===== src/rtl/intr_gen_mc.sv =====
// Multi-channel interrupt stimulus generator.
// Each channel counts down a programmable interval, with optional jitter
// taken from a shared LFSR. On expiry it raises a level or pulse interrupt.
// The block also counts overruns per channel and the total number of expiries.
module intr_gen_mc #(
  parameter int          NumCh    = 3,
  parameter int          CntW     = 16,
  parameter logic [31:0] LfsrSeed = 32'h1234_5678
) (
  input  logic                 clk_i,
  input  logic                 rst_ni,
  input  logic                 en_i,
  input  logic [4*NumCh-1:0]   intvl_i,
  input  logic [NumCh-1:0]     mode_i,
  input  logic                 jitter_en_i,
  input  logic [NumCh-1:0]     ack_i,
  output logic [NumCh-1:0]     irq_o,
  output logic [8*NumCh-1:0]   lost_cnt_o,
  output logic [15:0]          total_fire_cnt_o
);

  typedef enum logic [1:0] {ST_IDLE, ST_COUNT, ST_ASSERT} ch_state_e;

  localparam logic [31:0] LfsrTaps = 32'h8020_0003;

  // Interval code scaled by 16 plus optional jitter nibble, zero-extended.
  function automatic logic [CntW-1:0] reload_val(input logic [3:0] intvl,
                                                 input logic [3:0] jit,
                                                 input logic       jit_en);
    logic [7:0] l;
    l = {intvl, 4'b0000} + (jit_en ? {4'b0000, jit} : 8'd0);
    return {{(CntW-8){1'b0}}, l};
  endfunction

  // Overrun counters stick at all-ones instead of wrapping.
  function automatic logic [7:0] sat_inc8(input logic [7:0] v);
    return (v == 8'hFF) ? v : v + 8'd1;
  endfunction

  function automatic logic [15:0] popcount(input logic [NumCh-1:0] v);
    logic [15:0] n;
    n = 16'd0;
    for (int i = 0; i < NumCh; i++) n = n + 16'(v[i]);
    return n;
  endfunction

  ch_state_e          state_q [NumCh];
  ch_state_e          state_d [NumCh];
  logic [CntW-1:0]    cnt_q   [NumCh];
  logic [CntW-1:0]    cnt_d   [NumCh];
  logic [7:0]         lost_q  [NumCh];
  logic [7:0]         lost_d  [NumCh];
  logic [NumCh-1:0]   mode_q, mode_d;
  logic [NumCh-1:0]   irq_q, irq_d;
  logic [NumCh-1:0]   expiry;
  logic [31:0]        lfsr_q, lfsr_d;
  logic [15:0]        total_q;
  logic [3:0]         intvl_c;
  logic [CntW-1:0]    reload_c;
  logic               active_c;

  // Next-state logic: LFSR step plus the per-channel IDLE/COUNT/ASSERT machine.
  always_comb begin
    lfsr_d   = {1'b0, lfsr_q[31:1]} ^ (lfsr_q[0] ? LfsrTaps : 32'h0);
    expiry   = '0;
    mode_d   = mode_q;
    irq_d    = irq_q;
    intvl_c  = '0;
    reload_c = '0;
    active_c = 1'b0;
    for (int c = 0; c < NumCh; c++) begin
      state_d[c] = state_q[c];
      cnt_d[c]   = cnt_q[c];
      lost_d[c]  = lost_q[c];
      intvl_c    = intvl_i[4*c +: 4];
      reload_c   = reload_val(intvl_c, lfsr_q[4*c +: 4], jitter_en_i);
      active_c   = en_i && (intvl_c != 4'd0);
      unique case (state_q[c])
        ST_IDLE: begin
          if (active_c) begin
            cnt_d[c]   = reload_c;
            mode_d[c]  = mode_i[c];
            state_d[c] = ST_COUNT;
          end
        end
        ST_COUNT, ST_ASSERT: begin
          if (!active_c) begin
            // Disable wins over a coincident expiry.
            state_d[c] = ST_IDLE;
            cnt_d[c]   = '0;
            irq_d[c]   = 1'b0;
          end else if (cnt_q[c] == '0) begin
            expiry[c]  = 1'b1;
            cnt_d[c]   = reload_c;
            mode_d[c]  = mode_i[c];
            irq_d[c]   = 1'b1;
            if (state_q[c] == ST_ASSERT) begin
              // irq is always high in ASSERT; an unacked expiry is an overrun.
              if (!ack_i[c]) lost_d[c] = sat_inc8(lost_q[c]);
            end else if (!mode_q[c]) begin
              state_d[c] = ST_ASSERT;
            end
          end else begin
            cnt_d[c] = cnt_q[c] - CntW'(1);
            if (state_q[c] == ST_COUNT) begin
              irq_d[c] = 1'b0;
            end else if (ack_i[c]) begin
              irq_d[c]   = 1'b0;
              state_d[c] = ST_COUNT;
            end
          end
        end
        default: state_d[c] = ST_IDLE;
      endcase
    end
  end

  // State, counter and output registers with synchronous active-low reset.
  always_ff @(posedge clk_i) begin
    if (!rst_ni) begin
      lfsr_q  <= LfsrSeed;
      mode_q  <= '0;
      irq_q   <= '0;
      total_q <= '0;
      for (int c = 0; c < NumCh; c++) begin
        state_q[c] <= ST_IDLE;
        cnt_q[c]   <= '0;
        lost_q[c]  <= '0;
      end
    end else begin
      lfsr_q  <= lfsr_d;
      mode_q  <= mode_d;
      irq_q   <= irq_d;
      total_q <= total_q + popcount(expiry);
      for (int c = 0; c < NumCh; c++) begin
        state_q[c] <= state_d[c];
        cnt_q[c]   <= cnt_d[c];
        lost_q[c]  <= lost_d[c];
      end
    end
  end

  // Pack the per-channel overrun counters onto the output bus.
  always_comb begin
    lost_cnt_o = '0;
    for (int c = 0; c < NumCh; c++) lost_cnt_o[8*c +: 8] = lost_q[c];
  end

  assign irq_o            = irq_q;
  assign total_fire_cnt_o = total_q;

endmodule


===== config.mk =====
export PLATFORM = sky130hd
export DESIGN_NAME = intr_gen_mc
export DESIGN_NICKNAME = d
export VERILOG_FILES = /design/src/rtl/intr_gen_mc.sv
export SDC_FILE = /design/constraint.sdc
export NUM_CORES = 1
export LEC_CHECK = 0
export ABC_AREA = 1
export CAP_MARGIN = 20
export CELL_PAD_IN_SITES_DETAIL_PLACEMENT = 0
export CELL_PAD_IN_SITES_GLOBAL_PLACEMENT = 2
export CORE_UTILIZATION = 30
export CTS_CLUSTER_DIAMETER = 200
export DETAILED_ROUTE_END_ITERATION = 10
export PLACE_DENSITY_LB_ADDON = 0.1
export SLEW_MARGIN = 20
export SYNTH_ARGS = -nofsm -noshare
export SYNTH_HDL_FRONTEND = slang
export SYNTH_SLANG_ARGS = --single-unit

===== constraint.sdc =====
create_clock -name clk_i -period 2.85 [get_ports clk_i]
set_input_delay 0.57 -clock clk_i [delete_from_list [all_inputs] [get_ports clk_i]]
set_output_delay 0.57 -clock clk_i [all_outputs]
set_load 0.02 [all_outputs]

==> results.json, run 1 <==
{
  "critPathLaunch": "cnt_q[0][5]$_SDFFE_PN0P_",
  "cpLargestDelayFamily": "adder cells",
  "wl_per_cell_um": 12.8,
  "reg2reg_from": "cnt_q[0][5]$_SDFFE_PN0P_",
  "hold_path.startpoint": "lfsr_q[27]$_SDFF_PN0_",
  "ys_top_cells_by_area": "dfxtp_1 (38%), nand2_1 (10%), nor2_1 (7.8%)",
  "clk_latency_ns": 0.43,
  "die_w_um": 154,
  "syn_area_per_cell_um2": 7.32,
  "setup.worst_path.class": "flop to flop",
  "antenna_left": 0,
  "ys_ff_latch": 132,
  "cts_made_buffers": 17,
  "outcome": "finished clean",
  "tns_ns": 0,
  "drive_above_1_share_pct": 25.8,
  "cp_slowest_stage_delay_ns": 0.52,
  "final.setup.worst_slack_ns": 0.107,
  "cts_tree": "yes",
  "grtUsageTotal_pct": 16.4,
  "gr-total-overflow": 0,
  "cts_root_buffer": "clkbuf_16",
  "n_antenna_cell": 0,
  "grt_max_degree": 39,
  "critPathCaptureType": "flop",
  "async_reset_ff_share_pct": 0,
  "busiest_layer": "met2",
  "cts_max_level": 4,
  "rsz0062_at_grt": "yes",
  "place.gp.congestion": 0.777,
  "dpl-instance-area_um2": 8600,
  "fp.coreArea_um2": 22700,
  "pre_cts_ws_ns": -0.722,
  "nets": 1188,
  "drv_cap": 0,
  "post-synth-top-area-fraction_pct": 38.0,
  "period_share_pct": 96.3,
  "gr-usage-met2_pct": 27.2,
  "cts_sinks": 132,
  "design_area_um2": 9600,
  "arrival_ns": 3.07,
  "path_common_cell": "nor2_4",
  "drt-total-wl_um": 18400,
  "grt_pass1_wl_um": 30900,
  "crit_path_start_kind": "flop",
  "tightest_slew_ns": 0.505,
  "rows": 55,
  "setup_violations": 0,
  "path_depth": 17,
  "p_per_area_nw_per_um2": 1030,
  "grt_pass1_vias": 6242,
  "synth_mux_area_share_pct": 0,
  "place.port_buffers": 64,
  "drt_first_pass_iters": 6,
  "slowest_stage": "fa_1",
  "finalCriticalPeriod_ns": 2.74,
  "ir_drop_mv": 0.395,
  "cts-hold-fix-buffers": 0,
  "p_leak_uw": 0.00423,
  "utilization_pct": 42.3,
  "ys_seq_area_share_pct": 38.0,
  "gr-usage-met3_pct": 3.61,
  "die_area_um2": 23800,
  "yosys_warnings": 0,
  "finalClockSkew_ns": 0.0148,
  "synth_adder_area_share_pct": 4.71,
  "io_pins": 65,
  "use_met1_pct": 21.1,
  "antenna_found_initial": 0,
  "vias": 6332,
  "initial_core_util_pct": 30.7,
  "max_freq_mhz": 365,
  "clk_pin_slew_ns": 0.06,
  "hold_class": "flop to flop",
  "synth-xor-area-share_pct": 6.16,
  "synth_cells": 951,
  "critPathBufInv": 4,
  "synth_edf_count": 0,
  "vias_per_cell": 4.40,
  "slew_viol_final": 0,
  "synth_ff_type": "dfxtp_1",
  "worst_ep_required_time_ns": 3.18,
  "first_iter_violations": 240,
  "crit_chain": "nor2_2 > nand2_1 > nor2_4 > nand4_1 > buf_4 > fa_1 > inv_2 > ha_4 > fa_2 > nand2_2 > nor2_4 > nand3_2 > nor2_4 > buf_4 > inv_2 > o21bai_1 > and3_1",
  "dieHeight_um": 154,
  "cp_max_fo": 2,
  "synth_compound_area_share_pct": 9.76,
  "yosysUniqueCellTypes": 45,
  "drcViolationCount": 0,
  "hpwl_um": 13000,
  "synth_nets": 998,
  "synth-simple-area-share_pct": 34.0,
  "hold_viol": 0,
  "max_slew_margin_pct": 66.2,
  "cts_max_path_buffers": 2,
  "reg2regPathDepth": 17,
  "yosysTopAreaCell": "dfxtp_1",
  "hold-path-cell-count": 2,
  "syn-cell-area_um2": 6960,
  "synth_top_family_by_area": "simple AND/OR/NAND/NOR gates",
  "area_growth_pct": 38.0
}
-- layer usage --
layer / wire length (µm) / up-vias
li1: - / 3419
met1: 9050 / 2820
met2: 8530 / 72
met3: 517 / 21
met4: 252 / 0
met5: 0 / -
-- per-stage QoR --
| step | hold slack (ns) | instances | power, µW |
|---|---|---|---|
| 2_1_floorplan | 0.388 | 951 | 5660 |
| 3_3_place_gp | 0.394 | 1373 | 7270 |
| 3_5_place_dp | 0.397 | 1373 | 7220 |
| 4_1_cts | 0.411 | 1435 | 9810 |
| 5_1_grt | 0.438 | 1439 | 10800 |
| 6_report | 0.407 | 1439 | 9910 |
-- power by group --
group | switching, µW | internal, µW | total, µW
clock | 913 | 1230 | 2140
sequential | 243 | 2190 | 2430
combinational | 2980 | 2360 | 5340
total | 4140 | 5770 | 9910
-- cells in the mapped netlist (2+ instances only) --
cell type,n
o21ai_2,3
nor3_1,13
clkbuf_1,8
or2_2,12
xnor2_1,25
buf_1,2
nor2_2,17
nand3_2,8
nand3_1,56
o21a_1,5
fa_1,2
o21ai_4,2
o211ai_1,6
nor3b_1,2
dfxtp_1,132
inv_2,9
o21ai_0,28
ha_1,23
o21ai_1,4
nand3_4,2
nor2_1,144
nand2_4,9
clkinv_2,2
or2_0,3
xor2_1,24
a31oi_1,2
and3_1,3
inv_1,99
buf_2,5
nand2_1,186
o21bai_1,7
a21oi_1,56
buf_4,3
nand2_2,11
nor2_4,8
nand3b_1,2
nand4_1,20
-- kinds of logic (layout without fill, tap and decap cells) --
family                     Yosys count  after routing
DFF                                132            132
buffers and inverters              130            333
adders and majority gates           25             25
xor gates and xnor gates            49             49
AOI/OAI and AO/OA                  117            117
and+or+nand+nor                    498            498
-- cell usage in the layout, fill, tap and decap left out, drive strengths merged, types with 14 or more instances in the layout --
cell type and instances:
buf 126, nand2 206, o21ai 37, nand3 66
dfxtp 132, or2 15, clkdlybuf4s50 54, nor3 14
clkbuf 18, xor2 24, nand4 20, inv 111
ha 23, a21oi 57, nor2 170, xnor2 25
-- registers in the layout, indices dropped and copies added (netlist names) --
signal,cells
total_fire_cnt_o,16
lost_q,24
state_q,6
irq_o,3
mode_q,3
lfsr_q,32
cnt_q,48
-- final timing paths --
| check | endpoint | slack, ns |
|---|---|---|
| min | lfsr_q[26]$_SDFF_PN0_ | 0.41 |
| max | total_fire_cnt_o[8]$_SDFF_PN0_ | 0.11 |
| min reg2reg | lfsr_q[26]$_SDFF_PN0_ | 0.41 |
| max reg2reg | total_fire_cnt_o[8]$_SDFF_PN0_ | 0.11 |
-- timing repair --
item | in CTS | in global routing
setup endpoints to repair | 6 | 33
resized for setup | 43 | 26
pin swaps | 21 | 22
buffers inserted | 30 | 7
-- final cells by class --
cell class              count  area (µm²)
clock buffers              18         439
multi-input cells         689        4010
repair buffers            189        1590
fillers                  2369       13100
flip-flops and latches    132        2650
clock inverters            14         130
inverters                 112         430
well taps                 285         357
-- worst register-to-register path, cell delays in order (launching register included) --
cell	delay [ns]
dfxtp_1	0.32
nor2_2	0.13
nand2_1	0.10
nor2_4	0.14
nand4_1	0.09
buf_4	0.16
fa_1	0.52
inv_2	0.05
ha_4	0.16
fa_2	0.34
nand2_2	0.10
nor2_4	0.04
nand3_2	0.09
nor2_4	0.05
buf_4	0.13
inv_2	0.05
o21bai_1	0.05
and3_1	0.13
Power figures use the tool's default switching activity.
==> run 2, diff against run 1 <==
Settings changed: TNS_END_PERCENT set to 100.
==> results of run 2 <==
The final DEF is identical to that of run 1; final timing and power are the same.
==> run 3, diff against run 2 <==
Settings changed: CORE_UTILIZATION 30 to 36.
Clock period 2.85 ns to 3.3 ns, I/O delays scaled along.
==> results.json, run 3 (same netlist as run 1, synthesis figures left out) <==
{
  "slowest_stage": "fa_1",
  "critPathCaptureType": "flop",
  "pre_cts_ws_ns": -0.524,
  "multi_input_area_um2": 3870,
  "cts_made_buffers": 17,
  "finalClockSkew_ns": 0.0113,
  "regToRegSetupSlack_ns": 0.23,
  "largest_reg_flops": 48,
  "largestRegisters": "cnt_q (48), lfsr_q (32), lost_q (24)",
  "p_leak_uw": 0.00387,
  "area_growth_pct": 26.8,
  "grt_max_degree": 72,
  "mostFrequentLayoutCells": "nand2_1 (182), nor2_1 (139), dfxtp_1 (132)",
  "clk_latency_ns": 0.42,
  "slew_viol_final": 0,
  "clk_pin_slew_ns": 0.06,
  "period_share_pct": 92.9,
  "crit_path_start_kind": "flop",
  "initial_core_util_pct": 37.0,
  "setup_violations": 0,
  "antenna_left": 0,
  "io_pins": 65,
  "vias": 6064,
  "fp.coreArea_um2": 18800,
  "final.setup.worst_slack_ns": 0.233,
  "n_antenna_cell": 0,
  "grtUsageTotal_pct": 18.5,
  "cts_max_path_buffers": 2,
  "drt_first_pass_iters": 4,
  "vias_per_cell": 4.59,
  "cts-hold-fix-buffers": 0,
  "max_slew_margin_pct": 59.1,
  "hpwl_um": 11800,
  "rsz0062_at_grt": "no",
  "outcome": "finished clean",
  "grt_pass1_vias": 6027,
  "place.gp.congestion": 0.760,
  "die_w_um": 141,
  "die_area_um2": 19900,
  "first_iter_violations": 212,
  "wl_per_cell_um": 12.7,
  "setup.worst_path.class": "flop to flop",
  "cp_max_fo": 4,
  "crit_chain": "inv_1 > ha_1 > nand2_2 > nor2_1 > nand4_1 > fa_1 > inv_1 > ha_2 > fa_2 > nand2_4 > nor2_4 > nand3_2 > nor2_4 > nand2_2 > nor2_4 > buf_4 > o21ai_0 > a21oi_1",
  "drive_above_1_share_pct": 15.4,
  "gr-total-overflow": 0,
  "cp_slowest_stage_delay_ns": 0.57,
  "arrival_ns": 3.37,
  "drcViolationCount": 0,
  "grt_pass1_wl_um": 29500,
  "ir_drop_mv": 0.428,
  "max_freq_mhz": 326,
  "nets": 1097,
  "drv_cap": 0,
  "dpl-instance-area_um2": 8100,
  "cts_root_buffer": "clkbuf_16",
  "design_area_um2": 8830,
  "cts_max_level": 4,
  "dieHeight_um": 141,
  "antenna_found_initial": 0,
  "rows": 50,
  "cpLargestDelayFamily": "adder cells",
  "top_register": "cnt_q",
  "hold_class": "flop to flop",
  "p_per_area_nw_per_um2": 879,
  "cts_sinks": 132,
  "finalCriticalPeriod_ns": 3.07,
  "worst_ep_required_time_ns": 3.60,
  "place.port_buffers": 64,
  "final_common_cell": "nand2_1",
  "regArea_um2": 2640,
  "critPathBufInv": 3,
  "fillers": 1935,
  "tightest_slew_ns": 0.613,
  "hold_viol": 0,
  "drt-total-wl_um": 16800,
  "path_common_cell": "nor2_4",
  "cts_tree": "yes"
}
-- run 3: cell count changes in the layout (fill, tap and decap cells not counted), sizes merged, moves of 4 or more --
cell          previous run  this run
clkbuf                  18        23
buf                    126        35
clkinvlp                 5         1
dlygate4sd2              9         0
dlymetal6s2s             0         9
-- run 3: worst paths after layout --
path                                 start                              end  cells past startpoint
hold reg to reg      lfsr_q[28]$_SDFF_PN1_            lfsr_q[27]$_SDFF_PN0_                      2
setup / recovery  cnt_q[0][0]$_SDFFE_PN0P_  total_fire_cnt_o[12]$_SDFF_PN0_                     18
setup reg to reg  cnt_q[0][0]$_SDFFE_PN0P_  total_fire_cnt_o[12]$_SDFF_PN0_                     18
hold / removal       lfsr_q[28]$_SDFF_PN1_            lfsr_q[27]$_SDFF_PN0_                      2
-- run 3: metal layers --
metal  part of all wire [%]  routed length [µm]  track usage [%]
met1                     51                8620             25.0
met2                     44                7420             29.1
met3                    3.5                 597             4.14
met4                    1.2                 201             5.95
met5                      0                   0                0
-- run 3: timing repair --
| item | 4_1_cts | 5_1_grt |
|---|---|---|
| setup buffers | 0 | 3 |
| resized for setup | 3 | 26 |
| pin swaps | 0 | 9 |
| gates cloned | 0 | 0 |
| endpoints found under the setup margin | 2 | 6 |
-- run 3: area by class of cell --
class / instances / area share (%)
clock buffers: 23 / 5.30
clock inverters: 8 / 1.70
inverters: 112 / 4.85
multi-input cells: 689 / 43.9
flip-flops and latches: 132 / 29.9
well taps: 260 / 3.69
repair buffers: 98 / 10.6
-- run 3: power by group --
| group | internal [µW] | switching (µW) |
|---|---|---|
| Clock | 1300 | 719 |
| Sequential | 1880 | 256 |
| Combinational | 1330 | 2270 |
-- run 3: worst reg2reg max path, cell delays in order (launching register included) --
cell and delay (ns):
dfxtp_1 0.31, inv_1 0.10, ha_1 0.20, nand2_2 0.07, nor2_1 0.14, nand4_1 0.25, fa_1 0.57, inv_1 0.05
ha_2 0.19, fa_2 0.39, nand2_4 0.09, nor2_4 0.04, nand3_2 0.08, nor2_4 0.05, nand2_2 0.09, nor2_4 0.05
buf_4 0.13, o21ai_0 0.13, a21oi_1 0.05
-- run 3: stage by stage --
stage                     utilization (%)  total power [µW]  hold slack [ns]  TNS [ns]  instances
after global placement               43.0              5800            0.392     -1.80       1288
after detailed placement             43.0              5770            0.395     -2.42       1288
after CTS                            46.3              7830            0.407         0       1319
after global routing                 46.9              8450            0.424         0       1322
after floorplan                         -              4880            0.388         0        951
final                                46.9              7760            0.407         0       1322
